**config.mk**
```make
export PLATFORM = sky130hd
export DESIGN_NAME = aes_key_sched_ctrl
export DESIGN_NICKNAME = d
export VERILOG_FILES = /design/src/rtl/aes_key_sched_ctrl.sv
export SDC_FILE = /design/constraint.sdc
export NUM_CORES = 1
export LEC_CHECK = 0
export BUFFER_PORTS_ARGS = -buffer_cell sky130_fd_sc_hd__buf_2
export CAP_MARGIN = 20
export CORE_ASPECT_RATIO = 0.5
export CORE_MARGIN = 5
export CORE_UTILIZATION = 45
export CTS_CLUSTER_DIAMETER = 40
export DETAILED_ROUTE_END_ITERATION = 8
export PLACE_DENSITY = 0.73
export SLEW_MARGIN = 40
export SYNTH_ARGS = -nofsm -noshare
export SYNTH_HDL_FRONTEND = slang
export SYNTH_SLANG_ARGS = --single-unit
```
**constraint.sdc**
```tcl
create_clock -name clk -period 3.4 [get_ports clk]
set_input_delay 0.34 -clock clk [delete_from_list [all_inputs] [get_ports clk]]
set_output_delay 0.34 -clock clk [all_outputs]
set_load 0.02 [all_outputs]
```
**src/rtl/aes_key_sched_ctrl.sv**
```systemverilog
// aes_key_sched_ctrl: AES-128 key expansion sequencer sharing one external SubWord s-box
module aes_key_sched_ctrl #(
  parameter int NUM_ROUNDS = 10
) (
  input  logic         clk,
  input  logic         n_rst,
  input  logic         start,
  input  logic         abort,
  input  logic [127:0] key_in,
  output logic [31:0]  sub_in,
  input  logic [31:0]  sub_out,
  output logic         rk_valid,
  input  logic         rk_ready,
  output logic [127:0] rk_data,
  output logic [3:0]   rk_round,
  output logic         busy,
  output logic         done
);
  typedef enum logic [1:0] {IDLE, PRESENT, SUB} state_e;
  localparam logic [3:0] LAST = 4'(NUM_ROUNDS);
  state_e        state_q, state_d;
  logic [127:0]  key_q, key_d;
  logic [3:0]    cnt_q, cnt_d;
  logic [7:0]    rcon_q, rcon_d;
  logic          done_q, done_d;
  logic [31:0]   t, w0, w1, w2, w3;
  assign sub_in   = {key_q[23:0], key_q[31:24]};
  assign t        = sub_out ^ {rcon_q, 24'h0};
  assign w0       = key_q[127:96] ^ t;
  assign w1       = key_q[95:64] ^ w0;
  assign w2       = key_q[63:32] ^ w1;
  assign w3       = key_q[31:0] ^ w2;
  assign rk_valid = state_q == PRESENT;
  assign rk_data  = key_q;
  assign rk_round = cnt_q;
  assign busy     = state_q != IDLE;
  assign done     = done_q;
  // next-state: load key on start, present until handshake, one SUB cycle per round
  always_comb begin
    state_d = state_q;
    key_d   = key_q;
    cnt_d   = cnt_q;
    rcon_d  = rcon_q;
    done_d  = 1'b0;
    if (abort) state_d = IDLE;
    else case (state_q)
      IDLE: if (start) begin
        state_d = PRESENT;
        key_d   = key_in;
        cnt_d   = '0;
        rcon_d  = 8'h01;
      end
      PRESENT: if (rk_ready) begin
        state_d = (cnt_q == LAST) ? IDLE : SUB;
        done_d  = cnt_q == LAST;
      end
      SUB: begin
        state_d = PRESENT;
        key_d   = {w0, w1, w2, w3};
        cnt_d   = cnt_q + 4'd1;
        rcon_d  = {rcon_q[6:0], 1'b0} ^ (rcon_q[7] ? 8'h1b : 8'h00);
      end
      default: state_d = IDLE;
    endcase
  end
  // state and key registers with synchronous active-low reset
  always_ff @(posedge clk) begin
    if (!n_rst) begin
      state_q <= IDLE;
      key_q   <= '0;
      cnt_q   <= '0;
      rcon_q  <= 8'h01;
      done_q  <= 1'b0;
    end else begin
      state_q <= state_d;
      key_q   <= key_d;
      cnt_q   <= cnt_d;
      rcon_q  <= rcon_d;
      done_q  <= done_d;
    end
  end
endmodule

```
==> flow_summary_export.csv, run 1 <==
group,metric,value,unit
clocking,cts_max_level,4,
layout,area_growth,24.6,%
critical_path,worst_ep_required_time,3.73,ns
synthesis,synth_cells,1004,
global_routing,grt_usage,0.252,
clocking,cts_buffers,17,
pwr,power.density,462,mW/mm^2
critical_path,r2r_cells,5,
synthesis,syn_nets,1171,
placed_design,dp_cells,1484,
clocking,cts.reportedPaths.clkPinSlew,0.06,ns
critical_path,critPathKind,"reg -> reg",
routing,firstDrtPassIters,5,
clocking,cts-root-buf,"clkbuf_16",
sta,period_needed,2.39,ns
placed_design,io_buffers,331,
critical_path,reg2reg_setup_slack,1.01,ns
min_path,min-delay-start,"key_in[74]",
routing,detail_route.vias_per_cell,5.91,
layout,finish.instance_area,0.0109,sq mm
global_routing,antenna_found_initial,2,
critical_path,critPathLaunchType,"flop",
status,status,"finished, final reports clean",
routing,routedWlPerCell,19.6,um
routing,drtIter0Drc,720,
critical_path,reg2reg_from,"state_q[0]$_SDFFE_PP0P_",
critical_path,endpoint_kind,"flop",
critical_path,arrival,2.72,ns
min_path,hold-path-endpoint,"rk_data[74]$_SDFFE_PN0P_",
layout,n_fill_cell,1797,
routing,drc_errors,0,
sta,max-slew-margin-rel,0.453,
clocking,cts.sinks,143,
synthesis,synth-warning-count,0,
synthesis,synthDominantCellAreaShare,0.327,
sta,setup_violations,0,
sta,hold_viol,0,
pwr,p_leak,5.02,nW
placed_design,dp_hpwl,20900,um
routing,drt_wl_total,29800,um
placed_design,dp_slack,0.707,ns
layout,nets,1404,
sta,whs,0.195,ns
global_routing,grt_pass1_wl,46100,um
critical_path,rr_endpoint,"rcon_q[4]$_SDFFE_PN0P_",
placed_design,place_area,0.0103,sq mm
floorplan,io_pins,332,
clocking,postCtsHoldBufs,0,
layout,drive_gt1_frac,0.321,
synthesis,yosys.area.top_type,"dfxtp_1",
pwr,ir_drop,335,uV
placed_design,gp_congestion,0.882,
sta,finalSetupTns,0,ns
synthesis,synth_area,0.00875,sq mm
floorplan,core_area,0.0193,sq mm
global_routing,gr-total-overflow,0,
sta,setup_slack,1.01,ns
synthesis,synth-seq-cells,143,
sta,fmax,419,MHz
floorplan,die_y,109,um
sta,finClkSkew,0.00843,ns
clocking,cts-resized-gates,0,
sta,worst_slew_pin_slew,0.821,ns
min_path,hold_class,"in -> reg",
clocking,post_cts_buffers,0,
sta,maxSlewViolCount,0,
synthesis,yosysSeqAreaShare,0.327,
routing,vias,8970,
synthesis,synth_area_per_cell,8.72,sq um
clocking,cts_tree,"yes",
sta,grt_setup_unrepaired,"no",
floorplan,fp-row-count,36,
floorplan,die_area,0.0225,sq mm
layout,layout.cells.non_filler,1518,
critical_path,critical_path.max_fanout,24,
sta,finalCritPeriodShare,0.702,
floorplan,start_util,0.454,
min_path,worstHoldPathCells,3,
floorplan,die_w,207,um
job,cap_violations,0,
clocking,cts_buffer_depth,2,
global_routing,grt_pass1_vias,8675,
routing,postRouteAntennaNets,0,
synthesis,yosysUniqueCellTypes,45,
synthesis,synth.area.top_cells,"dfxtp_1, xor3_1, a21oi_1",
clocking,clock_latency,0.42,ns
global_routing,grt_max_degree,75,
[layout by cell type, fill, tap and decap left out, types with 27 or more instances in the layout]
cell type    n
buf_2      331
dfxtp_1    141
nand2_1    109
a21oi_1    108
nor2_1      66
o21ai_0     35
o22ai_1     32
xor2_1      27
[layout make-up]
cell class | instances | area (sq um) | area share
Multi-Input combinational cell | 723 | 5190 | 0.476
Clock buffer | 22 | 484 | 0.0444
Sequential cell | 143 | 2870 | 0.263
Clock inverter | 10 | 158 | 0.0145
Antenna cell | 2 | 5.00 | 0.000459
Timing Repair Buffer | 348 | 1850 | 0.169
Inverter | 4 | 18.8 | 0.00172
Tap cell | 266 | 333 | 0.0305
[cell families after synthesis]
kind of cell	count (synthesis)	synth area share
buf+inv	138	0.0841
fa+ha+maj	2	0.00286
xor+xnor	75	0.129
mux	32	0.0377
compound gates	335	0.259
simple gates	279	0.160
flops	143	0.327
[worst max-delay path by stage]
stage	startpoint	endpoint
after floorplan	rk_data[121]$_SDFFE_PN0P_	rk_data[25]$_SDFFE_PN0P_
after global placement	state_q[1]$_SDFFE_PP0P_	rk_data[54]$_SDFFE_PN0P_
after detailed placement	state_q[1]$_SDFFE_PP0P_	rk_data[38]$_SDFFE_PN0P_
after CTS	state_q[1]$_SDFFE_PP0P_	rk_data[38]$_SDFFE_PN0P_
after global routing	state_q[0]$_SDFFE_PP0P_	rcon_q[4]$_SDFFE_PN0P_
final	state_q[0]$_SDFFE_PP0P_	rcon_q[4]$_SDFFE_PN0P_
[registers in the layout, summed over array words and instances (netlist names)]
name	flops
rk_data	128
rcon_q	8
rk_round	4
state_q	2
done	1
[stage by stage]
step	total power, mW	util
after CTS	5.06	0.565
final	5.04	0.566
after global routing	5.24	0.566
after detailed placement	3.03	0.532
after global placement	3.01	0.532
after floorplan	2.66	-
[where the power goes]
part	total [mW]	switching (mW)	internal (mW)
sequential	1.88	0.110	1.77
combinational	1.12	0.661	0.460
clock	2.04	0.733	1.31
total	5.04	1.50	3.54
[worst max-delay path, stage by stage, from the launching register on]
cell	delay, ns
dfxtp_2	0.49
or2_0	0.53
nor2_4	0.61
buf_4	0.35
nand3_1	0.11
a21oi_1	0.20
[per-layer routing]
metal,up-vias,wire length [um],track usage,share of wire
li1,4215,-,-,-
met1,4314,12100,0.311,0.41
met2,383,15100,0.445,0.51
met3,58,1750,0.0440,0.059
met4,0,829,0.103,0.028
met5,-,0,0,0
[Yosys cell counts, drive strengths merged]
library cell	number
nor2b	4
o221ai	24
xnor2	16
and2	1
o211ai	24
a21oi	108
clkbuf	62
a211oi	24
or2	4
ha	2
inv	4
or4	9
o21ai	35
nand3	12
nor3	10
nand2b	2
nor2	69
nand4	24
nand3b	1
a211o	8
nand4b	1
a31oi	8
mux2i	24
nor4	2
xor2	27
dfxtp	143
nor4bb	24
nor4b	6
buf	72
a311oi	24
nand2	110
mux2	8
xnor3	8
xor3	24
a41o	24
o22ai	32
a2bb2oi	24
(Power assumes the default switching activity.)
==> run 2: changes to the inputs <==
Clock period 3.4 ns to 2.45 ns, I/O delays scaled along.
==> flow_summary_export.csv, run 2 (synthesized netlist as in run 1, its figures left out) <==
group,metric,value,unit
critical_path,critical_path.max_fanout,17,
status,status,"finished, final reports clean",
clocking,cts_buffers,17,
sta,finalCritPeriodShare,0.801,
layout,nets,1411,
global_routing,grt_pass1_wl,46200,um
sta,worst_slew_pin_slew,0.689,ns
floorplan,die_area,0.0225,sq mm
clocking,cts_buffer_depth,2,
critical_path,reg2reg_setup_slack,0.49,ns
floorplan,io_pins,332,
job,cap_violations,0,
sta,whs,0.0885,ns
layout,final_cell_mix,"buf_2, dfxtp_1, nand2_1, a21oi_1, nor2_1",
global_routing,grt_usage,0.252,
floorplan,core_area,0.0193,sq mm
placed_design,gp_congestion,0.901,
sta,finalSetupTns,0,ns
clocking,cts-resized-gates,0,
critical_path,critPathKind,"reg -> out",
critical_path,endpoint_kind,"output port",
routing,drt_wl_total,30300,um
routing,detail_route.vias_per_cell,5.91,
routing,firstDrtPassIters,5,
sta,hold_viol,0,
placed_design,io_buffers,331,
layout,n_fill_cell,1792,
layout,drive_gt1_frac,0.324,
sta,setup_violations,0,
global_routing,grt_pass1_vias,8712,
sta,period_needed,1.96,ns
clocking,cts_max_level,4,
clocking,cts_tree,"yes",
floorplan,fp-row-count,36,
critical_path,reg2reg_from,"state_q[1]$_SDFFE_PP0P_",
floorplan,start_util,0.454,
clocking,clock_latency,0.42,ns
layout,largest_reg_flops,128,
critical_path,worst_ep_required_time,2.20,ns
routing,drc_errors,0,
sta,max-slew-margin-rel,0.540,
critical_path,rr_endpoint,"rk_data[89]$_SDFFE_PN0P_",
layout,multi_input_area,0.00519,sq mm
pwr,p_leak,5.05,nW
critical_path,r2r_cells,5,
routing,postRouteAntennaNets,0,
placed_design,dp_hpwl,21200,um
sta,fmax,509,MHz
min_path,min-delay-start,"key_in[79]",
layout,final_common_cell,"buf_2",
clocking,cts.reportedPaths.clkPinSlew,0.06,ns
layout,area_growth,25.1,%
global_routing,grt_max_degree,101,
global_routing,gr-total-overflow,0,
sta,finClkSkew,0.00411,ns
critical_path,cpPeakStageDelay,0.50,ns
pwr,ir_drop,461,uV
layout,area.sequential,0.00287,sq mm
clocking,cts-root-buf,"clkbuf_16",
routing,vias,9011,
min_path,worstHoldPathCells,3,
floorplan,die_w,207,um
clocking,cts.sinks,143,
pwr,power.density,643,mW/mm^2
critical_path,cp_slowest_cell,"dfxtp_2",
clocking,post_cts_buffers,0,
critical_path,critPathLaunchType,"flop",
floorplan,die_y,109,um
min_path,hold_class,"in -> reg",
min_path,hold-path-endpoint,"rk_data[79]$_SDFFE_PN0P_",
clocking,postCtsHoldBufs,0,
sta,maxSlewViolCount,0,
global_routing,antenna_found_initial,1,
sta,grt_setup_unrepaired,"no",
critical_path,crit_chain,"buf_4 -> nor2b_1 -> buf_2",
routing,routedWlPerCell,19.9,um
critical_path,arrival,1.72,ns
routing,drtIter0Drc,600,
==> run 2: worst max-delay path: cells and delay by family (launching register included) <==
kind | cells | cell delay [ns]
simple gates | 1 | 0.28
buf+inv | 2 | 0.51
flops | 1 | 0.50
==> run 2: layout make-up <==
cell class,count,share of cell area
Inverter,4,0.00171
Multi-Input combinational cell,723,0.474
Clock buffer,20,0.0408
Clock inverter,12,0.0174
Timing Repair Buffer,355,0.173
Tap cell,266,0.0304
Antenna cell,1,0.000229
Sequential cell,143,0.262
==> run 2: how the worst max path moves through the flow <==
stage                                    startpoint  depth (start not counted)                       end  slack (ns)
after floorplan           rk_data[121]$_SDFFE_PN0P_                          4  rk_data[25]$_SDFFE_PN0P_        0.79
after CTS                   state_q[1]$_SDFFE_PP0P_                          4  rk_data[39]$_SDFFE_PN0P_        0.38
after global placement                        abort                          5  rk_data[55]$_SDFFE_PN0P_        0.47
after global routing        state_q[0]$_SDFFE_PP0P_                          3                  rk_valid        0.34
after detailed placement    state_q[1]$_SDFFE_PP0P_                          4  rk_data[39]$_SDFFE_PN0P_        0.40
final                       state_q[0]$_SDFFE_PP0P_                          3                  rk_valid        0.49
==> run 2: metrics by stage <==
step                cell area, sq um  utilization  power, mW  setup WS [ns]  cells
global placement               10300        0.535       4.18          0.469   1491
global route                   11000        0.568       7.33          0.343   1524
detailed placement             10300        0.535       4.22          0.403   1491
finish                         11000        0.568       7.04          0.487   1524
floorplan                       8750            -       3.69          0.789   1004
CTS                            10900        0.568       7.07          0.378   1523
==> run 2: power breakdown <==
part	internal (mW)	total, mW	switching [mW]
clock network	1.82	2.86	1.04
registers	2.46	2.61	0.150
logic	0.643	1.57	0.929
total	4.93	7.04	2.12
==> run 2: routing by layer <==
| layer | GRT usage | wire length, um | up-vias |
|---|---|---|---|
| li1 | - | - | 4229 |
| met1 | 0.303 | 12200 | 4337 |
| met2 | 0.450 | 15400 | 374 |
| met3 | 0.0506 | 1790 | 71 |
| met4 | 0.105 | 871 | 0 |
| met5 | 0 | 0 | - |
==> run 3: changes to the inputs <==
Clock period 2.45 ns to 1.9 ns, I/O delays scaled along.
==> flow_summary_export.csv, run 3 (synthesized netlist as in run 1, its figures left out) <==
group,metric,value,unit
layout,finish.instance_area,0.0111,sq mm
floorplan,core_area,0.0193,sq mm
global_routing,grt_pass1_vias,8665,
pwr,p_sw,2.74,mW
pwr,pwr-share-seq,0.371,
routing,drtIter0Drc,663,
sta,period_needed,1.81,ns
clocking,cts-resized-gates,0,
critical_path,worst_ep_required_time,1.71,ns
critical_path,reg2reg_setup_slack,0.12,ns
clocking,cts.sinks,143,
global_routing,antenna_found_initial,0,
sta,finalCritPeriodShare,0.951,
sta,maxSlewViolCount,0,
sta,max-slew-margin-rel,0.635,
critical_path,critPathLaunchType,"flop",
layout,final_common_cell,"buf_2",
layout,drive_gt1_frac,0.332,
sta,finalSetupTns,0,ns
pwr,ir_drop,633,uV
clocking,clock_latency,0.42,ns
clocking,cts_buffers,17,
clocking,cts.reportedPaths.clkPinSlew,0.06,ns
sta,hold_viol,0,
floorplan,fp-row-count,36,
layout,area_growth,26.9,%
critical_path,cpPeakStageDelay,0.42,ns
pwr,p_int,6.30,mW
pwr,power.density,814,mW/mm^2
placed_design,place_area,0.0105,sq mm
routing,postRouteAntennaNets,0,
layout,final_cell_mix,"buf_2, dfxtp_1, nand2_1, a21oi_1, nor2_1",
global_routing,gr-total-overflow,0,
sta,fmax,553,MHz
clocking,cts_max_level,4,
routing,drc_errors,0,
global_routing,grt_pass1_wl,47000,um
clocking,cts-root-buf,"clkbuf_16",
clocking,postCtsHoldBufs,0,
pwr,switching_share,0.303,
floorplan,die_w,207,um
pwr,combPwrFrac,0.230,
sta,setup_violations,0,
floorplan,io_pins,332,
layout,nets,1429,
status,status,"finished, final reports clean",
clocking,post_cts_buffers,0,
critical_path,cp_slowest_cell,"dfxtp_2",
routing,firstDrtPassIters,5,
floorplan,die_y,109,um
critical_path,crit_family,"buffers and inverters",
pwr,p_leak,5.14,nW
floorplan,start_util,0.454,
global_routing,grt_max_degree,80,
clocking,cts_buffer_depth,2,
routing,detail_route.vias_per_cell,5.90,
routing,vias,9085,
placed_design,io_buffers,331,
sta,finClkSkew,0.0124,ns
critical_path,path_buf_inv,2,
job,cap_violations,0,
sta,worst_slew_pin_slew,0.547,ns
sta,grt_setup_unrepaired,"no",
placed_design,dp_hpwl,22100,um
critical_path,critical_path.max_fanout,16,
global_routing,grt_usage,0.256,
min_path,hold_class,"in -> reg",
critical_path,critPathKind,"reg -> out",
critical_path,endpoint_kind,"output port",
floorplan,die_area,0.0225,sq mm
layout,antennaDiodeCount,0,
clocking,cts_tree,"yes",
placed_design,gp_congestion,0.910,
critical_path,arrival,1.62,ns
routing,routedWlPerCell,19.8,um
layout,largest_reg_flops,128,
critical_path,crit_chain,"buf_4 -> nor2b_1 -> buf_2",
routing,drt_wl_total,30600,um
pwr,pwr-share-clk,0.398,
==> run 3: power groups by stage <==
stage	clock network (mW)	registers (mW)	logic, mW
after floorplan	0	3.59	1.16
after global placement	0	3.41	2.03
after detailed placement	0	3.42	2.06
after CTS	3.65	3.35	2.07
after global routing	3.78	3.38	2.22
final	3.60	3.36	2.08
==> run 3: path summary, 6_finish.rpt <==
check	start	to	cells past startpoint
setup / recovery	state_q[0]$_SDFFE_PP0P_	rk_valid	3
setup reg to reg	rcon_q[2]$_SDFFE_PN0P_	rk_data[26]$_SDFFE_PN0P_	4
hold reg to reg	rk_data[58]$_SDFFE_PN0P_	rk_data[58]$_SDFFE_PN0P_	2
hold / removal	key_in[73]	rk_data[73]$_SDFFE_PN0P_	3
==> run 3: final cells by class <==
cell class	instances	area, sq um
Multi-Input combinational cell	723	5190
Sequential cell	143	2870
Inverter	4	18.8
Clock inverter	10	161
Tap cell	266	333
Timing Repair Buffer	373	2080
Fill cell	1749	8170
Clock buffer	21	460
==> run 3: worst min-delay path, delay by kind of cell <==
kind | cells | cell delay, ns
AND/OR/NAND/NOR | 1 | 0.04
AO/OA/AOI/OAI | 1 | 0.08
buffers and inverters | 1 | 0.10
==> run 3: metal layers <==
| layer | vias up | global-route usage | part of all wire |
|---|---|---|---|
| li1 | 4267 | - | - |
| met1 | 4371 | 0.317 | 0.41 |
| met2 | 373 | 0.451 | 0.50 |
| met3 | 74 | 0.0500 | 0.062 |
| met4 | 0 | 0.0943 | 0.033 |
| met5 | - | 0 | 0 |
==> run 3: stage by stage <==
stage / utilization / hold slack, ns / power, mW / setup slack, ns / cells
floorplan: - / 0.352 / 4.75 / 0.239 / 1004
global placement: 0.544 / 0.458 / 5.44 / 0.138 / 1509
detailed placement: 0.544 / 0.466 / 5.48 / 0.0923 / 1509
CTS: 0.576 / 0.0181 / 9.07 / 0.0671 / 1540
global route: 0.576 / 0.0347 / 9.38 / 0.00297 / 1540
finish: 0.576 / 0.0316 / 9.04 / 0.0922 / 1540
